===== src/rtl/usb_hid_pkg.sv =====
// Shared HID keyboard definitions: modifier masks, typematic FSM encodings, scancode-to-ASCII map.
// Latency: none (types, constants and a pure combinational function).
// Backpressure: not applicable.
package usb_hid_pkg;

   // Left/right shift and left/right ctrl bits of the HID modifier byte
   localparam logic [7:0] SHIFT_MASK = 8'h22;
   localparam logic [7:0] CTRL_MASK  = 8'h11;

   typedef enum logic [1:0] {
      ST_IDLE   = 2'd0,
      ST_DELAY  = 2'd1,
      ST_REPEAT = 2'd2
   } tm_state_t;

   // Map a HID usage code plus modifiers to ASCII; 0 means "no printable/control character".
   // Ctrl+letter yields the control code (^A = 0x01); ctrl with any other key yields 0.
   function automatic logic [7:0] scancode2char(input logic [7:0] key, input logic [7:0] mods);
      logic       shift;
      logic       ctrl;
      logic [7:0] c;
      shift = |(mods & SHIFT_MASK);
      ctrl  = |(mods & CTRL_MASK);
      c     = 8'h00;
      if (key >= 8'h04 && key <= 8'h1D) begin
         if (ctrl)
            c = key - 8'h03;
         else if (shift)
            c = 8'h41 + (key - 8'h04);
         else
            c = 8'h61 + (key - 8'h04);
      end else if (!ctrl) begin
         case (key)
            8'h1E: c = shift ? "!"  : "1";
            8'h1F: c = shift ? "@"  : "2";
            8'h20: c = shift ? "#"  : "3";
            8'h21: c = shift ? "$"  : "4";
            8'h22: c = shift ? "%"  : "5";
            8'h23: c = shift ? "^"  : "6";
            8'h24: c = shift ? "&"  : "7";
            8'h25: c = shift ? "*"  : "8";
            8'h26: c = shift ? "("  : "9";
            8'h27: c = shift ? ")"  : "0";
            8'h28: c = 8'h0D;
            8'h29: c = 8'h1B;
            8'h2A: c = 8'h08;
            8'h2B: c = 8'h09;
            8'h2C: c = 8'h20;
            8'h2D: c = shift ? "_"  : "-";
            8'h2E: c = shift ? "+"  : "=";
            8'h2F: c = shift ? "{"  : "[";
            8'h30: c = shift ? "}"  : "]";
            8'h31: c = shift ? "|"  : 8'h5C;
            8'h33: c = shift ? ":"  : ";";
            8'h34: c = shift ? 8'h22 : 8'h27;
            8'h35: c = shift ? "~"  : 8'h60;
            8'h36: c = shift ? "<"  : ",";
            8'h37: c = shift ? ">"  : ".";
            8'h38: c = shift ? "?"  : "/";
            default: c = 8'h00;
         endcase
      end
      return c;
   endfunction

endpackage


===== src/rtl/key_fifo.sv =====
// Character FIFO: DEPTH entries, power-of-two, pointer-indexed head with zero output when empty.
// Latency: a push is visible at the head/count one cycle later; head is read combinationally from storage.
// Backpressure: push while full is refused unless a pop happens the same cycle; pop while empty is ignored.
module key_fifo #(
   parameter int DEPTH = 16,
   parameter int W     = 8
) (
   input  logic                     clk_i,
   input  logic                     rst_i,
   input  logic                     push_vld,
   input  logic [W-1:0]             push_dat,
   input  logic                     pop_vld,
   output logic [W-1:0]             head_dat,
   output logic                     full,
   output logic                     empty,
   output logic [$clog2(DEPTH):0]   count
);
   localparam int AW = $clog2(DEPTH);

   logic [W-1:0]  mem [DEPTH];
   logic [AW-1:0] wr_ptr;
   logic [AW-1:0] rd_ptr;
   logic [AW:0]   cnt;
   logic          do_push;
   logic          do_pop;

   assign empty    = (cnt == '0);
   assign full     = (cnt == (AW+1)'(DEPTH));
   // a pop frees the slot the push needs, so push+pop works even when full
   assign do_push  = push_vld && (!full || pop_vld);
   assign do_pop   = pop_vld && !empty;
   assign head_dat = empty ? '0 : mem[rd_ptr];
   assign count    = cnt;

   // Storage write; contents are don't-care until counted, so no reset
   always_ff @(posedge clk_i) begin
      if (do_push)
         mem[wr_ptr] <= push_dat;
   end

   // Pointers wrap naturally at DEPTH (power of two); occupancy tracks push/pop
   always_ff @(posedge clk_i or posedge rst_i) begin
      if (rst_i) begin
         wr_ptr <= '0;
         rd_ptr <= '0;
         cnt    <= '0;
      end else begin
         if (do_push)
            wr_ptr <= wr_ptr + 1'b1;
         if (do_pop)
            rd_ptr <= rd_ptr + 1'b1;
         case ({do_push, do_pop})
            2'b10:   cnt <= cnt + 1'b1;
            2'b01:   cnt <= cnt - 1'b1;
            default: cnt <= cnt;
         endcase
      end
   end

endmodule


===== src/rtl/usb_key_buffer.sv =====
// USB keyboard character buffer: HID reports -> ASCII with typematic auto-repeat, queued for a CPU.
// Latency: a press or repeat expiry shows on data_o/avail_o/count_o one cycle later.
// Backpressure: none toward the HID side; characters pushed into a full FIFO are dropped and flagged sticky.
module usb_key_buffer
   import usb_hid_pkg::*;
#(
   parameter int DEPTH     = 16,
   parameter int DELAY_CYC = 6_000_000,
   parameter int RATE_CYC  = 600_000
) (
   input  logic                    clk_i,
   input  logic                    rst_i,
   input  logic                    report_i,
   input  logic [7:0]              key1_i,
   input  logic [7:0]              modifiers_i,
   input  logic                    rd_i,
   input  logic                    clr_ovf_i,
   output logic [7:0]              data_o,
   output logic                    avail_o,
   output logic [$clog2(DEPTH):0]  count_o,
   output logic                    overflow_o
);
   localparam int TMAX = (DELAY_CYC > RATE_CYC) ? DELAY_CYC : RATE_CYC;
   localparam int TW   = (TMAX > 1) ? $clog2(TMAX) : 1;
   localparam logic [TW-1:0] DLY_LOAD  = TW'(DELAY_CYC - 1);
   localparam logic [TW-1:0] RATE_LOAD = TW'(RATE_CYC - 1);

   if (DEPTH < 4 || (DEPTH & (DEPTH - 1)) != 0) begin : g_bad_depth
      $error("usb_key_buffer: DEPTH must be a power of two and at least 4");
   end

   tm_state_t     state;
   logic [7:0]    hkey;
   logic [7:0]    hchar;
   logic [TW-1:0] timer;

   logic          rpt_rel;
   logic          rpt_new;
   logic [7:0]    new_chr;
   logic          expire;
   logic          push_vld;
   logic [7:0]    push_dat;
   logic          fifo_full;
   logic          fifo_empty;
   logic          ovf_evt;

   // Report decode. Codes 1..3 (error/rollover) and a repeat of the held key
   // are neither release nor new press, so they leave the FSM and timer alone.
   assign rpt_rel  = report_i && (key1_i == 8'h00);
   assign rpt_new  = report_i && (key1_i >= 8'h04) && (key1_i != hkey);
   assign new_chr  = scancode2char(key1_i, modifiers_i);
   assign expire   = (state != ST_IDLE) && (timer == '0);

   // A release or new press in the expiry cycle wins; the stale repeat is discarded.
   assign push_vld = (rpt_new && (new_chr != 8'h00)) || (expire && !rpt_rel && !rpt_new);
   assign push_dat = rpt_new ? new_chr : hchar;

   // Drop only when full and no simultaneous pop makes room
   assign ovf_evt  = push_vld && fifo_full && !rd_i;

   // Typematic FSM: press -> DELAY -> REPEAT, with held key/char and countdown timer
   always_ff @(posedge clk_i or posedge rst_i) begin
      if (rst_i) begin
         state <= ST_IDLE;
         hkey  <= 8'h00;
         hchar <= 8'h00;
         timer <= '0;
      end else if (rpt_rel) begin
         hkey  <= 8'h00;
         state <= ST_IDLE;
      end else if (rpt_new) begin
         hkey <= key1_i;
         if (new_chr != 8'h00) begin
            hchar <= new_chr;
            timer <= DLY_LOAD;
            state <= ST_DELAY;
         end else begin
            state <= ST_IDLE;
         end
      end else if (state != ST_IDLE) begin
         if (timer == '0) begin
            timer <= RATE_LOAD;
            state <= ST_REPEAT;
         end else begin
            timer <= timer - 1'b1;
         end
      end
   end

   // Sticky overflow flag; a drop in the same cycle as a clear keeps it set
   always_ff @(posedge clk_i or posedge rst_i) begin
      if (rst_i)
         overflow_o <= 1'b0;
      else if (ovf_evt)
         overflow_o <= 1'b1;
      else if (clr_ovf_i)
         overflow_o <= 1'b0;
   end

   key_fifo #(
      .DEPTH (DEPTH),
      .W     (8)
   ) u_fifo (
      .clk_i    (clk_i),
      .rst_i    (rst_i),
      .push_vld (push_vld),
      .push_dat (push_dat),
      .pop_vld  (rd_i),
      .head_dat (data_o),
      .full     (fifo_full),
      .empty    (fifo_empty),
      .count    (count_o)
   );

   assign avail_o = !fifo_empty;

endmodule

===== config.mk =====
export PLATFORM = sky130hd
export DESIGN_NAME = usb_key_buffer
export DESIGN_NICKNAME = d
export VERILOG_FILES = /design/src/rtl/usb_hid_pkg.sv /design/src/rtl/key_fifo.sv /design/src/rtl/usb_key_buffer.sv
export SDC_FILE = /design/constraint.sdc
export NUM_CORES = 1
export LEC_CHECK = 0
export CORE_MARGIN = 4
export CORE_UTILIZATION = 30
export DETAILED_ROUTE_END_ITERATION = 10
export SLEW_MARGIN = 10
export SYNTH_ARGS = -nofsm -noshare
export SYNTH_HDL_FRONTEND = slang
export SYNTH_SLANG_ARGS = --single-unit

===== constraint.sdc =====
create_clock -name clk_i -period 3.29 [get_ports clk_i]
set_input_delay 0.987 -clock clk_i [delete_from_list [all_inputs] [get_ports clk_i]]
set_output_delay 0.987 -clock clk_i [all_outputs]
set_load 0.05 [all_outputs]

==> results.rst, run 1 <==
.. list-table::
   :header-rows: 1

   * - Metric
     - Value
   * - Area added between synthesis and finish
     - 42.34%
   * - Congestion Overflow GR
     - 0
   * - Top cells by area, synth
     - edfxtp_1 (42%), dfrtp_1 (15%), mux4_2 (9.7%)
   * - Die width
     - 183.6 µm
   * - Via count of the first global-routing pass
     - 6881
   * - Place WS
     - -1.628 ns
   * - Pin count of the biggest net entering global routing
     - 56
   * - Maximum clock skew at final layout
     - 0.02178 ns
   * - Slew at the pin closest to its max-slew limit
     - 0.6317 ns
   * - RR Startpoint
     - timer[0]
   * - Overall routing resource usage
     - 13.36%
   * - Area of all sequential standard cells
     - 0.005221 mm²
   * - Max-cap check violation count
     - 0
   * - Async set-or-reset flop fraction in the synthesized netlist
     - 30.05%
   * - Distinct cell type count after synthesis
     - 77
   * - Synthesized instance count
     - 731
   * - Area occupied by multi-input gates
     - 0.004446 mm²
   * - Rows
     - 64
   * - Average wire per standard cell
     - 16.93 µm
   * - Count of pins on the block boundary
     - 36
   * - Count of vias placed by the detailed router
     - 6781
   * - Number of antenna violations at the first check in global routing
     - 0
   * - DRC violations left
     - 0
   * - Count of final hold-check violations
     - 0
   * - Most used standard cell by instance count after synthesis
     - edfxtp_1
   * - Worst VDD drop
     - 0.0004481 V
   * - Cell area power density
     - 643.5 mW/mm²
   * - FILL cells
     - 2742
   * - Syn_nets
     - 773
   * - Leading post-synthesis cells by instance count
     - edfxtp_1 (128), nand2_1 (62), dfrtp_1 (55), nor2_1 (55), o21ai_0 (42)
   * - Library cell occupying the most area in the post-synthesis netlist
     - edfxtp_1
   * - Root buf cell
     - clkbuf_16
   * - Clock share of power
     - 25.2%
   * - Fin crit period
     - 3.994 ns
   * - Mean area per synthesized cell
     - 12.65 µm²
   * - Port Buf Inserts
     - 31
   * - Maximum fanout encountered on the critical timing path
     - 6
   * - Failing checks
     - negative setup slack
   * - Initial cell density of the core
     - 30.31%
   * - Die area
     - 0.03369 mm²
   * - # hold bufs at CTS
     - 0
   * - Compound-gate portion of the synthesized area
     - 10.74%
   * - Highest Clock Rate
     - 250.4 MHz
   * - Final nets
     - 986
   * - Post-synthesis register bit count
     - 183
   * - Number of buffers inserted during clock tree synthesis
     - 17
   * - DR pass1 iterations
     - 5
   * - Setup repair after global routing missed its margin
     - true
   * - Post-synth EDFFs
     - 128
   * - Fraction of synthesized cell area in xor and xnor cells
     - 2.558%
   * - Combinational share of power
     - 40.8%
   * - Net Switching
     - 0.002969 W
   * - Internal Dissipation
     - 0.005500 W
   * - Overall Power
     - 0.008469 W
   * - Reg clk slew, reported paths
     - 0.08 ns
   * - Max-slew headroom
     - 57.88%
   * - Finished Layout Cells
     - 1353
   * - Share of the cycle needed by the critical path after routing
     - 121.4%
   * - Largest family of logic cells by synthesized area
     - simple AND/OR/NAND/NOR gates
   * - Min-Delay Path Class
     - reg2reg
   * - Inst Count DP
     - 1273
   * - Slack of the critical path
     - -0.7042 ns
   * - Clk Latency, worst-skew pair
     - 0.44 ns
   * - Timing startpoint of the critical path
     - key1_i[3]
   * - Detailed placer's ending HPWL
     - 15.40 mm
   * - Fraction of the yosys area taken by sequential cells
     - 56.45%
   * - GPL Wtd Cong
     - 0.8461
   * - Startpoint kind of the worst setup timing path
     - input pin
   * - Category of the most critical setup path
     - in2reg
   * - Simple-Gate Fraction of Synth Area
     - 12.49%
   * - Total Routed Length
     - 22.91 mm
   * - Synthesis Warnings
     - 0
   * - Endpoint required time on the critical path
     - 3.60 ns
   * - Max Buffers Root-to-Sink
     - 2
   * - CTS tree
     - done
   * - Post-synthesis share of cell area spent on full adders, half adders and majority gates
     - 2.842%
   * - Lkg Pwr
     - 4.846 nW
   * - Std-Cell Core Area
     - 0.03051 mm²
   * - Number of setup violations in the final report
     - 189
   * - Crit path arrival time
     - 4.30 ns
   * - H-Tree Depth
     - 4
   * - Hold Crit Start
     - hchar[5]
   * - Initial detailed-routing violation count
     - 486
   * - Status
     - complete, but fails checks
   * - Max-slew violations
     - 0
   * - Detailed-route vias per instance
     - 5.012
   * - Switching power share of the total
     - 35.06%
   * - Synthesized area
     - 0.009246 mm²
   * - Sequential power share
     - 34.0%
   * - Share of the synthesized area in the top cell type
     - 41.57%
   * - Layout cell share with drive strength beyond 1
     - 44.41%
   * - Critical Path Sink Type
     - flip-flop
   * - Antenna Nets Post-Route
     - 0
   * - Predominant post-synthesis flop cell
     - edfxtp_1
   * - TritonCTS sink count
     - 183
   * - Overall die height
     - 183.6 µm
   * - First-pass GRT wire length
     - 36.34 mm
   * - Diodes inserted
     - 0
   * - Share of synthesized area spent on multiplexers
     - 11.99%
[sequential cells by signal, summed over array words and instances, names as in the netlist]
register / flops
overflow_o: 1
u_fifo.rd_ptr: 4
hchar: 8
state: 2
u_fifo.mem: 128
u_fifo.wr_ptr: 4
u_fifo.count: 5
hkey: 8
timer: 23
[path summary, 6_finish.rpt]
| kind | cells after the start | to | slack, ns |
|---|---|---|---|
| max in group asynchronous | 3 | u_fifo.rd_ptr[0] | 2.09 |
| worst max-delay path | 23 | timer[6] | -0.70 |
| worst max register to register | 17 | u_fifo.count[4] | -0.31 |
| worst min-delay path | 2 | hchar[5] | 0.48 |
| min in group asynchronous | 3 | u_fifo.wr_ptr[2] | 0.94 |
| worst min register to register | 2 | hchar[5] | 0.48 |
[stage by stage]
stage / area [µm²] / hold slack, ns / TNS, ns / utilization, %
final: 13160 / 0.4833 / -45.52 / 43.14
after detailed placement: 11420 / 0.4719 / -271.53 / 37.43
after CTS: 12680 / 0.4900 / -15.68 / 41.55
after global routing: 13160 / 0.5133 / -61.38 / 43.14
after global placement: 11420 / 0.4617 / -253.65 / 37.43
after floorplan: 9565 / 0.4380 / -78.53 / -
[worst max-delay path, stage by stage]
cell     delay, ns
buf_8         0.11
nor3_4        0.24
xor2_2        0.12
ha_4          0.17
buf_6         0.11
nor2b_4       0.10
mux2i_2       0.08
or4_4         0.54
a31oi_4       0.18
buf_6         0.12
buf_6         0.08
buf_6         0.08
buf_6         0.08
buf_6         0.08
buf_6         0.08
buf_6         0.08
buf_6         0.09
a21oi_4       0.03
buf_6         0.12
a21o_4        0.23
and2_4        0.19
o41ai_2       0.30
o21ai_1       0.10
[cells by family (layout without fill, tap and decap cells)]
kind of cell	Yosys count	after routing
simple gates	227	229
buf+inv	65	288
flops	183	183
mux	60	60
xor+xnor	27	27
fa+ha+maj	21	21
compound gates	148	149
[timing repair]
item,4_1_cts,5_1_grt
gates cloned,0,6
buffers inserted,27,21
resized for setup,124,72
setup endpoints to repair,266,183
pin swaps,37,39
[power by group through the flow]
stage / sequential, W / clock (W) / combinational, W
3_5_place_dp: 0.00293 / 0 / 0.00284
5_1_grt: 0.00291 / 0.00227 / 0.00369
6_report: 0.00288 / 0.00214 / 0.00346
2_1_floorplan: 0.00292 / 0 / 0.00194
4_1_cts: 0.00288 / 0.00218 / 0.00296
3_3_place_gp: 0.00293 / 0 / 0.00280
[cell type report]
| cell class | instances | share of cell area (%) |
|---|---|---|
| clock inverters | 15 | 1.531 |
| repair buffers | 237 | 17.41 |
| flip-flops and latches | 183 | 39.67 |
| inverters | 19 | 0.6179 |
| clock buffers | 17 | 3.232 |
| multi-input cells | 486 | 33.78 |
| well taps | 396 | 3.765 |
[per-layer routing]
metal / track usage (%) / share of wire [%] / wire length, µm / vias up
met5: 0 / 0 / 0 / -
li1: - / - / - / 3230
met3: 2.513 / 3.8 / 861 / 25
met2: 21.96 / 50 / 11350 / 145
met4: 3.308 / 1.3 / 304 / 0
met1: 18.38 / 45 / 10390 / 3381
[layout by cell type, fill, tap and decap left out, types with 6 or more instances in the layout]
| cell | instances |
|---|---|
| xnor2_1 | 19 |
| or3_1 | 13 |
| buf_12 | 18 |
| nor2_4 | 12 |
| mux4_2 | 40 |
| buf_8 | 11 |
| inv_1 | 12 |
| o21ai_1 | 13 |
| a21oi_1 | 23 |
| o21ai_0 | 24 |
| nand2_1 | 56 |
| ha_4 | 10 |
| mux2i_1 | 13 |
| buf_6 | 30 |
| dfrtp_1 | 54 |
| o21ai_2 | 6 |
| buf_4 | 158 |
| nor2_1 | 41 |
| clkdlybuf4s50_1 | 12 |
| nor3_1 | 13 |
| edfxtp_1 | 128 |
| nand3_1 | 7 |
| nand4_1 | 10 |
| a21oi_2 | 11 |
| ha_1 | 9 |
| a31oi_1 | 11 |
| clkbuf_16 | 20 |
| and2_4 | 13 |
(Power assumes the default switching activity.)
==> run 2: changes to the inputs <==
--- a/config.mk
+++ b/config.mk
@@ -7,6 +7,7 @@
 export LEC_CHECK = 0
 export CORE_MARGIN = 4
 export CORE_UTILIZATION = 30
+export CTS_CLUSTER_DIAMETER = 120
 export DETAILED_ROUTE_END_ITERATION = 10
 export SLEW_MARGIN = 10
 export SYNTH_ARGS = -nofsm -noshare
==> results of run 2 <==
The final DEF is identical to that of run 1; final timing and power are the same.
==> run 3: changes to the inputs <==
--- a/config.mk
+++ b/config.mk
@@ -5,7 +5,7 @@
 export SDC_FILE = /design/constraint.sdc
 export NUM_CORES = 1
 export LEC_CHECK = 0
-export CORE_MARGIN = 4
+export CORE_MARGIN = 3
 export CORE_UTILIZATION = 30
 export CTS_CLUSTER_DIAMETER = 120
 export DETAILED_ROUTE_END_ITERATION = 10
==> results.rst, run 3 (same netlist as run 1, synthesis figures left out) <==
.. list-table::
   :header-rows: 1

   * - Metric
     - Value
   * - Count of vias placed by the detailed router
     - 6559 (-3.3%)
   * - Slew at the pin closest to its max-slew limit
     - 0.6264 ns (-0.005311 ns)
   * - Crit path arrival time
     - 4.27 ns (-0.03 ns)
   * - Flip-flop count of the largest register, all copies and words added
     - 128 (unchanged)
   * - CTS tree
     - done
   * - FILL cells
     - 2724 (-0.66%)
   * - Die width
     - 181.6 µm (-1.1%)
   * - Reg clk slew, reported paths
     - 0.07 ns (about the same)
   * - Port Buf Inserts
     - 31 (unchanged)
   * - H-Tree Depth
     - 4 (unchanged)
   * - Cell area power density
     - 643.6 mW/mm² (about the same)
   * - Highest Clock Rate
     - 255.4 MHz (+2.0%)
   * - Failing checks
     - negative setup slack
   * - Via count of the first global-routing pass
     - 6671 (-3.1%)
   * - Overall routing resource usage
     - 13.51% (+0.15 points)
   * - Count of final hold-check violations
     - 0 (unchanged)
   * - Area added between synthesis and finish
     - 37.79%
   * - Clk Latency, worst-skew pair
     - 0.43 ns (about the same)
   * - Startpoint kind of the worst setup timing path
     - input pin
   * - Max-slew violations
     - 0 (unchanged)
   * - Root buf cell
     - clkbuf_16
   * - Most used cells in the layout excluding fill and tap cells
     - buf_4 (158), edfxtp_1 (128), nand2_1 (57)
   * - Count of pins on the block boundary
     - 36 (unchanged)
   * - Initial cell density of the core
     - 30.79% (+0.48 points)
   * - GPL Wtd Cong
     - 0.8739 (+3.3%)
   * - Average wire per standard cell
     - 16.78 µm (-0.91%)
   * - Rows
     - 63 (-1.6%)
   * - Number of buffers inserted during clock tree synthesis
     - 17 (unchanged)
   * - Congestion Overflow GR
     - 0 (unchanged)
   * - Antenna Nets Post-Route
     - 0 (unchanged)
   * - Placed cell areas
     - 0.01148 mm² (+0.55%)
   * - Initial detailed-routing violation count
     - 493 (+1.4%)
   * - Maximum clock skew at final layout
     - 0.01611 ns (-0.005667 ns)
   * - Pin count of the biggest net entering global routing
     - 37 (-34%)
   * - Layout cell share with drive strength beyond 1
     - 41.43% (-3.0 points)
   * - Final design area excluding fillers
     - 0.01274 mm² (-3.2%)
   * - Number of antenna violations at the first check in global routing
     - 0 (unchanged)
   * - Diodes inserted
     - 0 (unchanged)
   * - Setup repair after global routing missed its margin
     - true
   * - Detailed placer's ending HPWL
     - 15.67 mm (+1.7%)
   * - Number of setup violations in the final report
     - 164 (-13%)
   * - Top Registers
     - u_fifo.mem: 128 flops, timer: 23 flops
   * - Worst VDD drop
     - 0.0004485 V (about the same)
   * - Most common cell after layout, fill and taps aside
     - buf_4
   * - Detailed-route vias per instance
     - 4.954 (-1.2%)
   * - Std-Cell Core Area
     - 0.03003 mm² (-1.6%)
   * - # hold bufs at CTS
     - 0 (unchanged)
   * - Min-Delay Path Class
     - reg2reg
   * - Overall Power
     - 0.008200 W (-3.2%)
   * - DRC violations left
     - 0 (unchanged)
   * - TritonCTS sink count
     - 183 (unchanged)
   * - First-pass GRT wire length
     - 36.08 mm (-0.72%)
   * - Maximum fanout encountered on the critical timing path
     - 5 (-1)
   * - Overall die height
     - 181.6 µm (-1.1%)
   * - Final nets
     - 963 (-2.3%)
   * - Category of the most critical setup path
     - in2reg
   * - Lkg Pwr
     - 4.680 nW (-3.4%)
   * - Max-slew headroom
     - 58.19% (+0.31 points)
   * - Die area
     - 0.03296 mm² (-2.2%)
   * - Share of the cycle needed by the critical path after routing
     - 119.0% (-2.4 points)
   * - Register ranked first by flip-flop count
     - u_fifo.mem
   * - Critical Path Sink Type
     - flip-flop
   * - Fin crit period
     - 3.915 ns (-0.07893 ns)
   * - Total Routed Length
     - 22.21 mm (-3.0%)
   * - Endpoint required time on the critical path
     - 3.65 ns (+0.05 ns)
   * - Max Buffers Root-to-Sink
     - 2 (unchanged)
   * - Slack of the critical path
     - -0.6253 ns (+0.07893 ns)
   * - Max-cap check violation count
     - 0 (unchanged)
   * - Status
     - complete, but fails checks
   * - DR pass1 iterations
     - 5 (unchanged)
run 3: final timing paths:
path                       startpoint                to  slack, ns  cells after the start
max                         key1_i[3]   u_fifo.count[4]      -0.63                     17
max reg2reg                  timer[0]   u_fifo.count[4]      -0.30                     18
min in group asynchronous       rst_i  u_fifo.wr_ptr[2]       0.91                      2
min                         timer[15]         timer[15]       0.48                      2
min reg2reg                 timer[15]         timer[15]       0.48                      2
max in group asynchronous       rst_i         timer[22]       1.79                      3
run 3: critical path: stages:
cell and delay, ns:
buf_8 0.09, clkinvlp_4 0.15, ha_4 0.22, nor3b_4 0.16, a221o_1 0.35, or4_4 0.51, a31oi_4 0.17, a221oi_2 0.06
and3_4 0.18, xor2_1 0.16, ha_2 0.21, buf_6 0.10, nor3_2 0.04, a31o_2 0.22, or3_1 0.37, a21oi_2 0.14
xor2_1 0.14
run 3: metrics by stage:
stage                     cells  setup TNS, ns  setup WS (ns)  hold slack (ns)  utilization [%]
after detailed placement   1268        -260.13         -1.621           0.4704            38.23
after floorplan             731         -78.53         -1.112           0.4380                -
final                      1324         -27.52        -0.6253           0.4811            42.42
after CTS                  1317         -38.18        -0.6248           0.4860            41.67
after global placement     1268        -247.12         -1.637           0.4577            38.23
after global routing       1324         -49.77        -0.8238           0.5179            42.42
run 3: routing by layer:
metal,track usage [%],share of wire [%]
met1,18.57,47
met4,2.681,0.86
met2,22.68,50
met5,0,0
met3,2.284,2.8
run 3: what timing repair did:
action,in CTS,in global routing
pin swaps,31,29
endpoints found under the setup margin,243,204
resized for setup,93,50
endpoints found under the hold margin,0,0
cloned,0,0
setup buffers,17,8
run 3: power breakdown:
group | switching, W | leakage, nW | internal [W]
registers | 0.000251 | 1.83 | 0.00265
logic | 0.00159 | 2.54 | 0.00156
clock network | 0.00107 | 0.311 | 0.00107
total | 0.00292 | 4.68 | 0.00528
run 3: cell type report:
| cell class | instances | area, µm² | area share, % |
|---|---|---|---|
| clock inverters | 15 | 222.7 | 1.748 |
| inverters | 19 | 85.08 | 0.6678 |
| repair buffers | 217 | 1971 | 15.47 |
| clock buffers | 17 | 425.4 | 3.339 |
| flip-flops and latches | 183 | 5221 | 40.98 |
| well taps | 390 | 488.0 | 3.830 |
| multi-input cells | 483 | 4328 | 33.97 |
